**src/rtl/muldiv_sequencer_pkg.sv**
```systemverilog
// Shared definitions for the HI/LO multiply/divide sequencer.
package muldiv_sequencer_pkg;

   localparam int unsigned MD_DATA_W = 32;
   localparam int unsigned MD_CNT_W  = 6;

   typedef enum logic [1:0] {
      MD_MULT  = 2'b00,
      MD_MULTU = 2'b01,
      MD_DIV   = 2'b10,
      MD_DIVU  = 2'b11
   } md_op_e;

   typedef enum logic [2:0] {
      StIdle,
      StMul,
      StDiv,
      StSign,
      StDone
   } md_state_e;

endpackage

```
**src/rtl/muldiv_sequencer_if.sv**
```systemverilog
// EX-stage request, stall/done and HI/LO bundle for the mul/div sequencer.
interface muldiv_sequencer_if #(
   parameter int unsigned DATA_W = muldiv_sequencer_pkg::MD_DATA_W
);
   logic              start;
   logic [1:0]        op;
   logic [DATA_W-1:0] src_a;
   logic [DATA_W-1:0] src_b;
   logic              flush;
   logic              hi_we;
   logic              lo_we;
   logic [DATA_W-1:0] wdata;
   logic              stall_ex;
   logic              done;
   logic              busy;
   logic [DATA_W-1:0] hi;
   logic [DATA_W-1:0] lo;

   modport master (
      output start, op, src_a, src_b, flush, hi_we, lo_we, wdata,
      input  stall_ex, done, busy, hi, lo
   );

   modport slave (
      input  start, op, src_a, src_b, flush, hi_we, lo_we, wdata,
      output stall_ex, done, busy, hi, lo
   );
endinterface

```
**src/rtl/muldiv_iter_core.sv**
```systemverilog
// Unsigned 1-bit-per-cycle datapath: shift-add multiply or restoring divide.
// Multiply: {hi,lo} accumulates the product, lo starts as the multiplier.
// Divide: hi is the partial remainder, lo shifts the dividend out and quotient in.
module muldiv_iter_core #(
   parameter int unsigned DATA_W = 32,
   parameter int unsigned CNT_W  = 6
) (
   input  logic              clk_i,
   input  logic              rst_ni,
   input  logic              load_i,
   input  logic              step_i,
   input  logic              is_div_i,
   input  logic [DATA_W-1:0] opa_i,
   input  logic [DATA_W-1:0] opb_i,
   output logic [DATA_W-1:0] hi_o,
   output logic [DATA_W-1:0] lo_o,
   output logic              last_o
);

   logic [DATA_W-1:0] hi_q, hi_d, lo_q, lo_d, m_q, m_d;
   logic [CNT_W-1:0]  cnt_q, cnt_d;
   logic [DATA_W:0]   mul_add;
   logic [DATA_W:0]   div_sh;
   logic [DATA_W-1:0] div_diff;
   logic              div_ok;

   // Next-state for one iteration, or a fresh load on accept.
   always_comb begin
      mul_add  = {1'b0, hi_q} + (lo_q[0] ? {1'b0, m_q} : '0);
      div_sh   = {hi_q, lo_q[DATA_W-1]};
      div_ok   = (div_sh >= {1'b0, m_q});
      // Only used when div_ok, so the true difference fits in DATA_W bits.
      div_diff = div_sh[DATA_W-1:0] - m_q;
      hi_d     = hi_q;
      lo_d     = lo_q;
      m_d      = m_q;
      cnt_d    = cnt_q;
      if (load_i) begin
         hi_d  = '0;
         lo_d  = opa_i;
         m_d   = opb_i;
         cnt_d = '0;
      end else if (step_i) begin
         cnt_d = cnt_q + 1'b1;
         if (is_div_i) begin
            hi_d = div_ok ? div_diff : div_sh[DATA_W-1:0];
            lo_d = {lo_q[DATA_W-2:0], div_ok};
         end else begin
            {hi_d, lo_d} = {mul_add, lo_q[DATA_W-1:1]};
         end
      end
   end

   // Datapath registers.
   always_ff @(posedge clk_i or negedge rst_ni) begin
      if (!rst_ni) begin
         hi_q  <= '0;
         lo_q  <= '0;
         m_q   <= '0;
         cnt_q <= '0;
      end else begin
         hi_q  <= hi_d;
         lo_q  <= lo_d;
         m_q   <= m_d;
         cnt_q <= cnt_d;
      end
   end

   assign hi_o   = hi_q;
   assign lo_o   = lo_q;
   assign last_o = (cnt_q == CNT_W'(DATA_W - 1));

endmodule

```
**src/rtl/muldiv_sequencer.sv**
```systemverilog
// MIPS EX-stage HI/LO mul/div sequencer: FSM, sign handling and HI/LO registers.
module muldiv_sequencer
   import muldiv_sequencer_pkg::*;
#(
   parameter int unsigned DATA_W = MD_DATA_W,
   parameter int unsigned CNT_W  = MD_CNT_W
) (
   input  logic          clk,
   input  logic          resetn,
   muldiv_sequencer_if.slave bus
);

   md_state_e         state_q, state_d;
   logic              is_div_q, is_div_d, neg_res_q, neg_res_d, neg_rem_q, neg_rem_d;
   logic [DATA_W-1:0] hi_q, hi_d, lo_q, lo_d;
   logic              accept, signed_op, stall, last;
   logic [DATA_W-1:0] abs_a, abs_b, core_hi, core_lo;
   logic [2*DATA_W-1:0] prod;

   assign accept    = (state_q == StIdle) && bus.start && !bus.flush;
   assign signed_op = ~bus.op[0];
   assign abs_a     = (signed_op && bus.src_a[DATA_W-1]) ? -bus.src_a : bus.src_a;
   assign abs_b     = (signed_op && bus.src_b[DATA_W-1]) ? -bus.src_b : bus.src_b;

   muldiv_iter_core #(
      .DATA_W (DATA_W),
      .CNT_W  (CNT_W)
   ) u_core (
      .clk_i    (clk),
      .rst_ni   (resetn),
      .load_i   (accept),
      .step_i   ((state_q == StMul) || (state_q == StDiv)),
      .is_div_i (is_div_q),
      .opa_i    (bus.op[1] ? abs_a : abs_b),
      .opb_i    (bus.op[1] ? abs_b : abs_a),
      .hi_o     (core_hi),
      .lo_o     (core_lo),
      .last_o   (last)
   );

   // FSM next state and stall/done; flush always returns to idle.
   always_comb begin
      state_d  = state_q;
      stall    = 1'b0;
      bus.done = 1'b0;
      unique case (state_q)
         StIdle: begin
            if (accept) begin
               state_d = bus.op[1] ? StDiv : StMul;
               stall   = 1'b1;
            end
         end
         StMul, StDiv: begin
            stall = 1'b1;
            if (last) state_d = StSign;
         end
         StSign: begin
            stall   = 1'b1;
            state_d = StDone;
         end
         StDone: begin
            bus.done = 1'b1;
            state_d  = StIdle;
         end
         default: state_d = StIdle;
      endcase
      if (bus.flush) state_d = StIdle;
   end

   // Operation flags captured on accept; HI/LO from MTHI/MTLO or the signed-fixed result.
   always_comb begin
      is_div_d  = is_div_q;
      neg_res_d = neg_res_q;
      neg_rem_d = neg_rem_q;
      hi_d      = hi_q;
      lo_d      = lo_q;
      prod      = {core_hi, core_lo};
      if (accept) begin
         is_div_d  = bus.op[1];
         neg_res_d = signed_op && (bus.src_a[DATA_W-1] ^ bus.src_b[DATA_W-1]);
         neg_rem_d = signed_op && bus.src_a[DATA_W-1];
      end
      if (state_q == StIdle) begin
         if (bus.hi_we) hi_d = bus.wdata;
         if (bus.lo_we) lo_d = bus.wdata;
      end else if ((state_q == StSign) && !bus.flush) begin
         if (is_div_q) begin
            lo_d = neg_res_q ? -core_lo : core_lo;
            hi_d = neg_rem_q ? -core_hi : core_hi;
         end else begin
            {hi_d, lo_d} = neg_res_q ? -prod : prod;
         end
      end
   end

   // State, flags and architectural HI/LO.
   always_ff @(posedge clk or negedge resetn) begin
      if (!resetn) begin
         state_q   <= StIdle;
         is_div_q  <= 1'b0;
         neg_res_q <= 1'b0;
         neg_rem_q <= 1'b0;
         hi_q      <= '0;
         lo_q      <= '0;
      end else begin
         state_q   <= state_d;
         is_div_q  <= is_div_d;
         neg_res_q <= neg_res_d;
         neg_rem_q <= neg_rem_d;
         hi_q      <= hi_d;
         lo_q      <= lo_d;
      end
   end

   // Accept-cycle stall is combinational on start, so mask it while reset is held.
   assign bus.stall_ex = stall && resetn;
   assign bus.busy     = (state_q != StIdle);
   assign bus.hi       = hi_q;
   assign bus.lo       = lo_q;

endmodule

```
**src/flat_wrapper.sv**
```systemverilog
// flat-port wrapper written by rule: the top's interface ports become plain ports
module muldiv_sequencer_flat import muldiv_sequencer_pkg::*;
#(
   parameter int unsigned DATA_W = MD_DATA_W,
   parameter int unsigned CNT_W  = MD_CNT_W
)
  (clk, resetn, bus_start, bus_op, bus_src_a, bus_src_b, bus_flush, bus_hi_we, bus_lo_we, bus_wdata, bus_stall_ex, bus_done, bus_busy, bus_hi, bus_lo);
  muldiv_sequencer_if #(.DATA_W(DATA_W)) bus_i ();
  input  logic clk;
  input  logic resetn;
  input wire logic [$bits(bus_i.start)-1:0] bus_start;
  input wire logic [$bits(bus_i.op)-1:0] bus_op;
  input wire logic [$bits(bus_i.src_a)-1:0] bus_src_a;
  input wire logic [$bits(bus_i.src_b)-1:0] bus_src_b;
  input wire logic [$bits(bus_i.flush)-1:0] bus_flush;
  input wire logic [$bits(bus_i.hi_we)-1:0] bus_hi_we;
  input wire logic [$bits(bus_i.lo_we)-1:0] bus_lo_we;
  input wire logic [$bits(bus_i.wdata)-1:0] bus_wdata;
  output wire logic [$bits(bus_i.stall_ex)-1:0] bus_stall_ex;
  output wire logic [$bits(bus_i.done)-1:0] bus_done;
  output wire logic [$bits(bus_i.busy)-1:0] bus_busy;
  output wire logic [$bits(bus_i.hi)-1:0] bus_hi;
  output wire logic [$bits(bus_i.lo)-1:0] bus_lo;
  assign bus_i.start = bus_start;
  assign bus_i.op = bus_op;
  assign bus_i.src_a = bus_src_a;
  assign bus_i.src_b = bus_src_b;
  assign bus_i.flush = bus_flush;
  assign bus_i.hi_we = bus_hi_we;
  assign bus_i.lo_we = bus_lo_we;
  assign bus_i.wdata = bus_wdata;
  assign bus_stall_ex = bus_i.stall_ex;
  assign bus_done = bus_i.done;
  assign bus_busy = bus_i.busy;
  assign bus_hi = bus_i.hi;
  assign bus_lo = bus_i.lo;
  muldiv_sequencer #(.DATA_W(DATA_W), .CNT_W(CNT_W)) u_core (.clk(clk), .resetn(resetn), .bus(bus_i));
endmodule
```
**config.mk**
```make
export PLATFORM = sky130hd
export DESIGN_NAME = muldiv_sequencer_flat
export DESIGN_NICKNAME = d
export VERILOG_FILES = /design/src/rtl/muldiv_sequencer_pkg.sv /design/src/rtl/muldiv_sequencer_if.sv /design/src/rtl/muldiv_iter_core.sv /design/src/rtl/muldiv_sequencer.sv /design/src/flat_wrapper.sv
export SDC_FILE = /design/constraint.sdc
export NUM_CORES = 1
export LEC_CHECK = 0
export BUFFER_PORTS_ARGS = -buffer_cell sky130_fd_sc_hd__buf_2
export CORE_AREA = 2 2 173 175
export DETAILED_ROUTE_END_ITERATION = 10
export DIE_AREA = 0 0 175 177
export GPL_TIMING_DRIVEN = 0
export PLACE_DENSITY = 0.71
export SYNTH_ARGS = -nofsm -noshare
export SYNTH_HDL_FRONTEND = slang
export SYNTH_SLANG_ARGS = --single-unit
```
**constraint.sdc**
```tcl
create_clock -name clk -period 4.63 [get_ports clk]
set_clock_uncertainty 0.1 [all_clocks]
set_input_delay 0.463 -clock clk [delete_from_list [all_inputs] [get_ports clk]]
set_output_delay 0.463 -clock clk [all_outputs]
set_load 0.005 [all_outputs]
```
# After elaboration in Yosys (flattened, before gate mapping)
# Cells that the tools add are included.
# totals
register_bits	172
latchBits	0
mem_bits_rw	0
mem_bits_ro	0
out_inout_bits	67
n_memories	0
# classes
addsub	8
n_mul	0
div	0
magnitude_cmp	1
n_eq_ne	9
shifts	0
muxes	33
n_bitwise	2
reduce_logical	18
# op_table
operator	count
32-bit 2-to-1 mux	22
32-bit negation	4
64-bit 2-to-1 mux	1
64-bit negation	1
32-bit by 33-bit adder with 33-bit output	1
33-bit by 32-bit greater-or-equal comparator with 1-bit output	1
32-bit subtractor	1
6-bit 2-to-1 mux	2
3-bit 2-to-1 mux	3
3-bit one-hot mux with 3 select lines	1
1-bit logical AND	7
6-bit by 1-bit adder with 6-bit output (second input constant)	1
3-bit by 2-bit == test with 1-bit output (second input constant)	2
6-bit by 5-bit == test with 1-bit output (second input constant)	1
3-bit by 2-bit inequality test with 1-bit output (second input constant)	2
2-bit AND reduction	3
2-bit inequality test (second input constant)	2
2-bit nonzero test	2
3-bit by 1-bit == test with 1-bit output (second input constant)	1
3-bit == test (second input constant)	1
3-bit logical NOT	1
3-bit nonzero test	1
3-bit OR reduction	1
1-bit 2-to-1 mux	2
7 further kinds	7

# Longest topological paths before layout
# depth
word_depth	6
depth_mapped	16
ltp_nobuf	14

# By module
# Synthesis repeated with hierarchy kept, for this count alone.
# unflattened
cells_unflattened	2017
area_unflattened_um2	15806.4
# modules_own_cells
module	instances	cells_each	area_per_inst_um2
muldiv_iter_core	1	1092	8697.1
muldiv_sequencer	1	925	7109.3

# Worst setup path after synthesis
# No wires, ideal clock.
# synth_timing
path_kind	register to register
startpoint	reg u_core.u_core.lo_q[0] (netlist: u_core.u_core.lo_o[0])
endpoint	reg u_core.u_core.hi_q[30] (netlist: u_core.u_core.hi_o[30])
setup_ns	0.121
t_arrival_ns	3.353
required_ns	4.409
path_slack_ns	1.056
path_stages_with_launch	16
period_less_slack_ns	3.574
cell_sequence	dfrtp_1 -> clkbuf_1 -> inv_1 -> clkbuf_1 -> nor2_1 -> ha_1 -> a21oi_1 -> o211ai_1 -> a31oi_1 -> o21ai_1 -> a41o_1 -> a31o_2 -> a221oi_2 -> o21ai_0 -> mux2_2 -> o22a_1
# synth_between
elab_chain_cells	5
# synth_rtl
item	line_no	text
start, declared	muldiv_iter_core.sv:20	logic [DATA_W-1:0] hi_q, hi_d, lo_q, lo_d, m_q, m_d;
start signal, assigned	muldiv_iter_core.sv:63	lo_q <= lo_d;
32-bit 2-to-1 mux	muldiv_iter_core.sv:29	mul_add = {1'b0, hi_q} + (lo_q[0] ? {1'b0, m_q} : '0);
32-bit by 33-bit adder with 33-bit output	muldiv_iter_core.sv:29	
32-bit 2-to-1 mux	muldiv_iter_core.sv:45	if (is_div_i) begin
32-bit 2-to-1 mux	muldiv_iter_core.sv:43	end else if (step_i) begin
32-bit 2-to-1 mux	muldiv_iter_core.sv:38	if (load_i) begin
end signal, assigned	muldiv_iter_core.sv:62	hi_q <= hi_d;
end, declared	muldiv_iter_core.sv:20	
# No other way between the ends. The select of a mux whose other input is x is not followed.
# A chain may end at the register's enable or synchronous reset.

# Final worst setup path
# layout_timing
startpoint	reg u_core.state_q[2]
endpoint	out bus_stall_ex
# layout_between
elab_chain_cells	6
word_cells_on_any_way	10
cone_classes	3 x eq/ne; 2 x mux; 5 x reduce/logical
# layout_rtl
item	line_no	text
start, declared	muldiv_sequencer.sv:13	md_state_e state_q, state_d;
start signal, assigned	muldiv_sequencer.sv:99	state_q <= StIdle;
start signal, assigned	muldiv_sequencer.sv:106	state_q <= state_d;
3-bit logical NOT	muldiv_sequencer.sv:20, muldiv_sequencer.sv:46	
1-bit logical AND (2 in a row)	muldiv_sequencer.sv:20	assign accept = (state_q == StIdle) && bus.start && !bus.flush;
1-bit 2-to-1 mux	muldiv_sequencer.sv:48	if (accept) begin
1-bit one-hot mux with 2 select lines *	muldiv_sequencer.sv:46	unique case (state_q)
1-bit logical AND *	muldiv_sequencer.sv:116	assign bus.stall_ex = stall && resetn;
end, declared	flat_wrapper.sv:19	output wire logic [$bits(bus_i.stall_ex)-1:0] bus_stall_ex;
# Mark *: on every way between the ends. The rest lies on a longest branch, timed or not.

==> Flow_metrics.wiki <==
{| class="wikitable"
! Metric !! Value
|-
| Detail-routed via count per cell || ~6.2
|-
| Worst Path Required || slightly above 4 ns
|-
| Min Clock Period, post-route || 4.42 ns
|-
| Run status || complete, no violations
|-
| Via count of the first global-routing pass || 14,359
|-
| Layout-stage area growth over the synthesis result || 13.6%
|-
| Synth cell types || 79
|-
| Syn avg cell area || 7.87 um^2
|-
| Element type at the critical path end || output port
|-
| Routed length on met1 || about 22,000 um
|-
| Worst min-delay path class || in -> reg
|-
| Site Rows || 63
|-
| I/O pins || 171
|-
| Cell type contributing the most total cell area after synthesis || sky130_fd_sc_hd__dfrtp_1
|-
| Reg2reg path depth || 14
|-
| Maximum number of pins on one net before global-route repair || 97
|-
| Routed length on met2 || 24,000 um
|-
| Clock transition at path regs || around 0.080 ns
|-
| Highest Signal Layer || met4
|-
| Tightest slew margin relative to the limit || 0.118
|-
| Total overflow reported by the global router || 0
|-
| Worst hold path depth || 2
|-
| Crit start category || flip-flop
|-
| Port Buffers || 170
|-
| Detailed-router iteration count before antenna repair || 5
|-
| Master of the slowest instance on the critical path || sky130_fd_sc_hd__a311oi_1
|-
| Final ANT Viol Nets || 0
|-
| Longest individual stage delay on the worst path || 0.66 ns
|-
| Overall die width || approximately 180 um
|-
| # fillers || between 2,000 and 3,000
|-
| CTS tree || built
|-
| Combined area of the multi-input logic cells || approximately 9700 um^2
|-
| Count of buffer and inverter cells on the critical path || 4
|-
| Critical-path cell list || nor3_2 -> clkinv_1 -> or3_1 -> clkbuf_1 -> clkbuf_1 -> a311oi_1 -> buf_2
|-
| Tot GR Track Use || 0.349
|-
| Final Core Density || 0.569
|-
| Termination of the worst setup path || bus_stall_ex
|-
| Highest fanout seen on the critical path || 10
|-
| CTS sink cnt || ~170
|-
| Most used flip-flop cell after synthesis || sky130_fd_sc_hd__dfrtp_1
|-
| Count of maximum capacitance violations || 0
|-
| First-pass GRT wire length || around 83,000 um
|-
| Power per cell area || 861 nW/um^2
|-
| Final slew viol count || 0
|-
| Final setup violation count || 0
|-
| Initial core utilization || 0.501
|-
| Wire length on met3 || 5230 um
|-
| Number of synthesized flops with an enable pin || 0
|-
| Via count || ~15,000
|-
| Final layout net count || 2,227
|-
| Routed WL || between 50,000 and 60,000 um
|-
| DRC errors left || 0
|-
| Top-area cell type share of the netlist area || 0.294
|-
| Number of buffers created by CTS || 17
|-
| Placeable core area || between 20,000 and 30,000 um^2
|-
| Final-layout setup total negative slack || 0 ns
|-
| Synth top area cells || sky130_fd_sc_hd__dfrtp_1 (29%), sky130_fd_sc_hd__o21ai_0 (6.7%), sky130_fd_sc_hd__xnor2_1 (6.0%), sky130_fd_sc_hd__ha_1 (5.9%), sky130_fd_sc_hd__nand2_1 (5.8%)
|-
| Insertion delay to the later sink of the worst-skew pair || 0.46 ns
|-
| Critical path data arrival time || around 3.9 ns
|-
| Async set-or-reset flop fraction in the synthesized netlist || 1.00
|-
| Category of cells accounting for the largest share of critical-path delay || buffers and inverters
|-
| Worst reg2reg path endpoint || u_core.u_core.hi_o[30]$_DFFE_PN0P_
|-
| Die outline area || a little over 30,000 um^2
|-
| Worst reg2reg startpoint || u_core.u_core.lo_o[0]$_DFFE_PN0P_
|-
| Dominant cell type by count on the critical path || sky130_fd_sc_hd__clkbuf_1
|-
| Cell chosen for the clock root || sky130_fd_sc_hd__clkbuf_16
|-
| Gate count of the mapped netlist || between 1,500 and 2,000
|-
| Sequential cell area || about 4300 um^2
|-
| Number of levels the H-tree was split into || 4
|-
| Synth warn || 0
|-
| Routability Congestion || between 1 and 1.5
|-
| Leak pwr || 7.32 nW
|-
| Worst setup path startpoint || u_core.state_q[2]$_DFFE_PN0P_
|-
| Total power || between 0.01 and 0.015 W
|-
| Syn nets || roughly 2,000
|-
| Proportion of layout cells with a drive suffix above 1 || 0.123
|-
| Share of the clock period used by the worst path || 0.954
|-
| Total stage count of the critical path || 7
|-
| Routed wire per std cell || between 20 and 25 um
|-
| Vertical extent of the die || around 180 um
|-
| Clock tree buffer depth || 2
|-
| Part of the Yosys area used for sequential elements || 0.294
|-
| Final hold slack || ~0.18 ns
|-
| R2r setup slk || ~0.33 ns
|-
| Hold violation total from the final report || 0
|-
| Max Fclk || 226 MHz
|-
| Number of synthesized register bits || 172
|-
| Diodes inserted || 0
|-
| Number of design-rule violations left by the first detailed-router iteration || approximately 1,600
|-
| Post-detailed-placement half-perimeter wirelength || approximately 43,000 um
|-
| Worst Max-Slew Pin Slew || between 1 and 1.5 ns
|-
| RSZ-0062 raised after global routing || no
|-
| Worst setup path class || reg -> out
|-
| Max rail drop VDD || approximately 0.00042 V
|-
| Area of the mapped netlist || 14,700 um^2
|-
| Initial antenna violation count || 0
|}
[kinds of logic (layout without fill, tap and decap cells)]
| logic type | after synthesis | after routing | share of synthesized area |
|---|---|---|---|
| AO/OA/AOI/OAI | 602 | 602 | 0.261 |
| AND/OR/NAND/NOR | 591 | 591 | 0.181 |
| buffers and inverters | 179 | 382 | 0.0462 |
| XOR/XNOR | 174 | 174 | 0.104 |
| flip-flops | 172 | 172 | 0.294 |
| multiplexers | 73 | 73 | 0.0518 |
| adder cells (fa/ha/maj) | 71 | 71 | 0.0617 |
[cell usage after synthesis (all sizes together) (28+ instances only)]
cell type	count
nand2	228
o21ai	202
nor2	196
dfrtp	172
a21oi	136
clkbuf	101
xnor2	100
xor2	74
ha	69
inv	64
mux2i	51
o211ai	49
o31ai	40
a21o	29
nor3	28
[registers in the layout, indices dropped and copies added, names as in the netlist]
signal,count
u_core.neg_rem_q,1
u_core.u_core.m_q,32
u_core.neg_res_q,1
u_core.is_div_q,1
u_core.u_core.lo_o,32
u_core.bus.lo,32
u_core.u_core.hi_o,32
u_core.state_q,3
u_core.bus.hi,32
u_core.u_core.cnt_q,6
[cell usage in the layout (no fill, tap or decap), types with 22 or more instances in the layout]
| cell | instances |
|---|---|
| sky130_fd_sc_hd__o211ai_1 | 49 |
| sky130_fd_sc_hd__clkbuf_1 | 99 |
| sky130_fd_sc_hd__a21oi_1 | 136 |
| sky130_fd_sc_hd__xnor2_1 | 100 |
| sky130_fd_sc_hd__o31ai_1 | 40 |
| sky130_fd_sc_hd__buf_2 | 170 |
| sky130_fd_sc_hd__o21ai_0 | 196 |
| sky130_fd_sc_hd__mux2i_1 | 51 |
| sky130_fd_sc_hd__mux2_2 | 22 |
| sky130_fd_sc_hd__a21o_1 | 29 |
| sky130_fd_sc_hd__nand2_1 | 226 |
| sky130_fd_sc_hd__nor2_1 | 196 |
| sky130_fd_sc_hd__ha_1 | 69 |
| sky130_fd_sc_hd__nand3_1 | 22 |
| sky130_fd_sc_hd__nor3_1 | 27 |
| sky130_fd_sc_hd__inv_1 | 64 |
| sky130_fd_sc_hd__xor2_1 | 74 |
| sky130_fd_sc_hd__a211oi_1 | 22 |
| sky130_fd_sc_hd__dfrtp_1 | 171 |
[how the worst min path moves through the flow]
stage	start	endpoint	slack (ns)
finish	bus_flush	u_core.state_q[0]$_DFFE_PN0P_	0.18
global route	bus_flush	u_core.state_q[0]$_DFFE_PN0P_	0.18
CTS	bus_flush	u_core.state_q[1]$_DFFE_PN0P_	0.17
detailed placement	u_core.bus.lo[12]$_DFFE_PN0P_	u_core.bus.lo[12]$_DFFE_PN0P_	0.36
global placement	u_core.bus.hi[30]$_DFFE_PN0P_	u_core.bus.hi[30]$_DFFE_PN0P_	0.36
floorplan	resetn	u_core.bus.hi[0]$_DFFE_PN0P_	0.07
[cell type report]
| cell class | instances | share of cell area |
|---|---|---|
| plain buffers | 113 | 0.0259 |
| clock buffers | 17 | 0.0256 |
| clock inverters | 15 | 0.0104 |
| inverters | 65 | 0.0147 |
| multi-input cells | 1511 | 0.582 |
| flip-flops and latches | 172 | 0.259 |
| well taps | 390 | 0.0293 |
| repair buffers | 172 | 0.0540 |
[metal layers]
metal,up-vias,GRT usage
met5,-,0
met4,0,0.165
met1,7260,0.471
met3,129,0.0552
li1,7072,-
met2,866,0.551
[through the flow]
stage               cell area [um^2]  cells  setup slack [ns]
floorplan                      14700   1862              1.06
finish                         16600   2455             0.212
global route                   16600   2455            0.0777
global placement               16000   2422            -0.354
detailed placement             16000   2423            0.0148
CTS                            16600   2455            0.0322
[report_power, final]
part	switching, W	internal [W]	leakage [nW]	total [W]
combinational	0.00601	0.00369	4.88	0.00970
clock	0.000733	0.000771	0.296	0.00150
sequential	0.000897	0.00223	2.15	0.00313
total	0.00764	0.00669	7.32	0.0143
[timing repair]
action,4_1_cts,5_1_grt
endpoints found under the setup margin,1,14
hold endpoints to repair,77,0
buffers inserted,0,0
hold buffers,1,0
resized for setup,0,5
No activity file was read; power rests on OpenSTA's default activity.
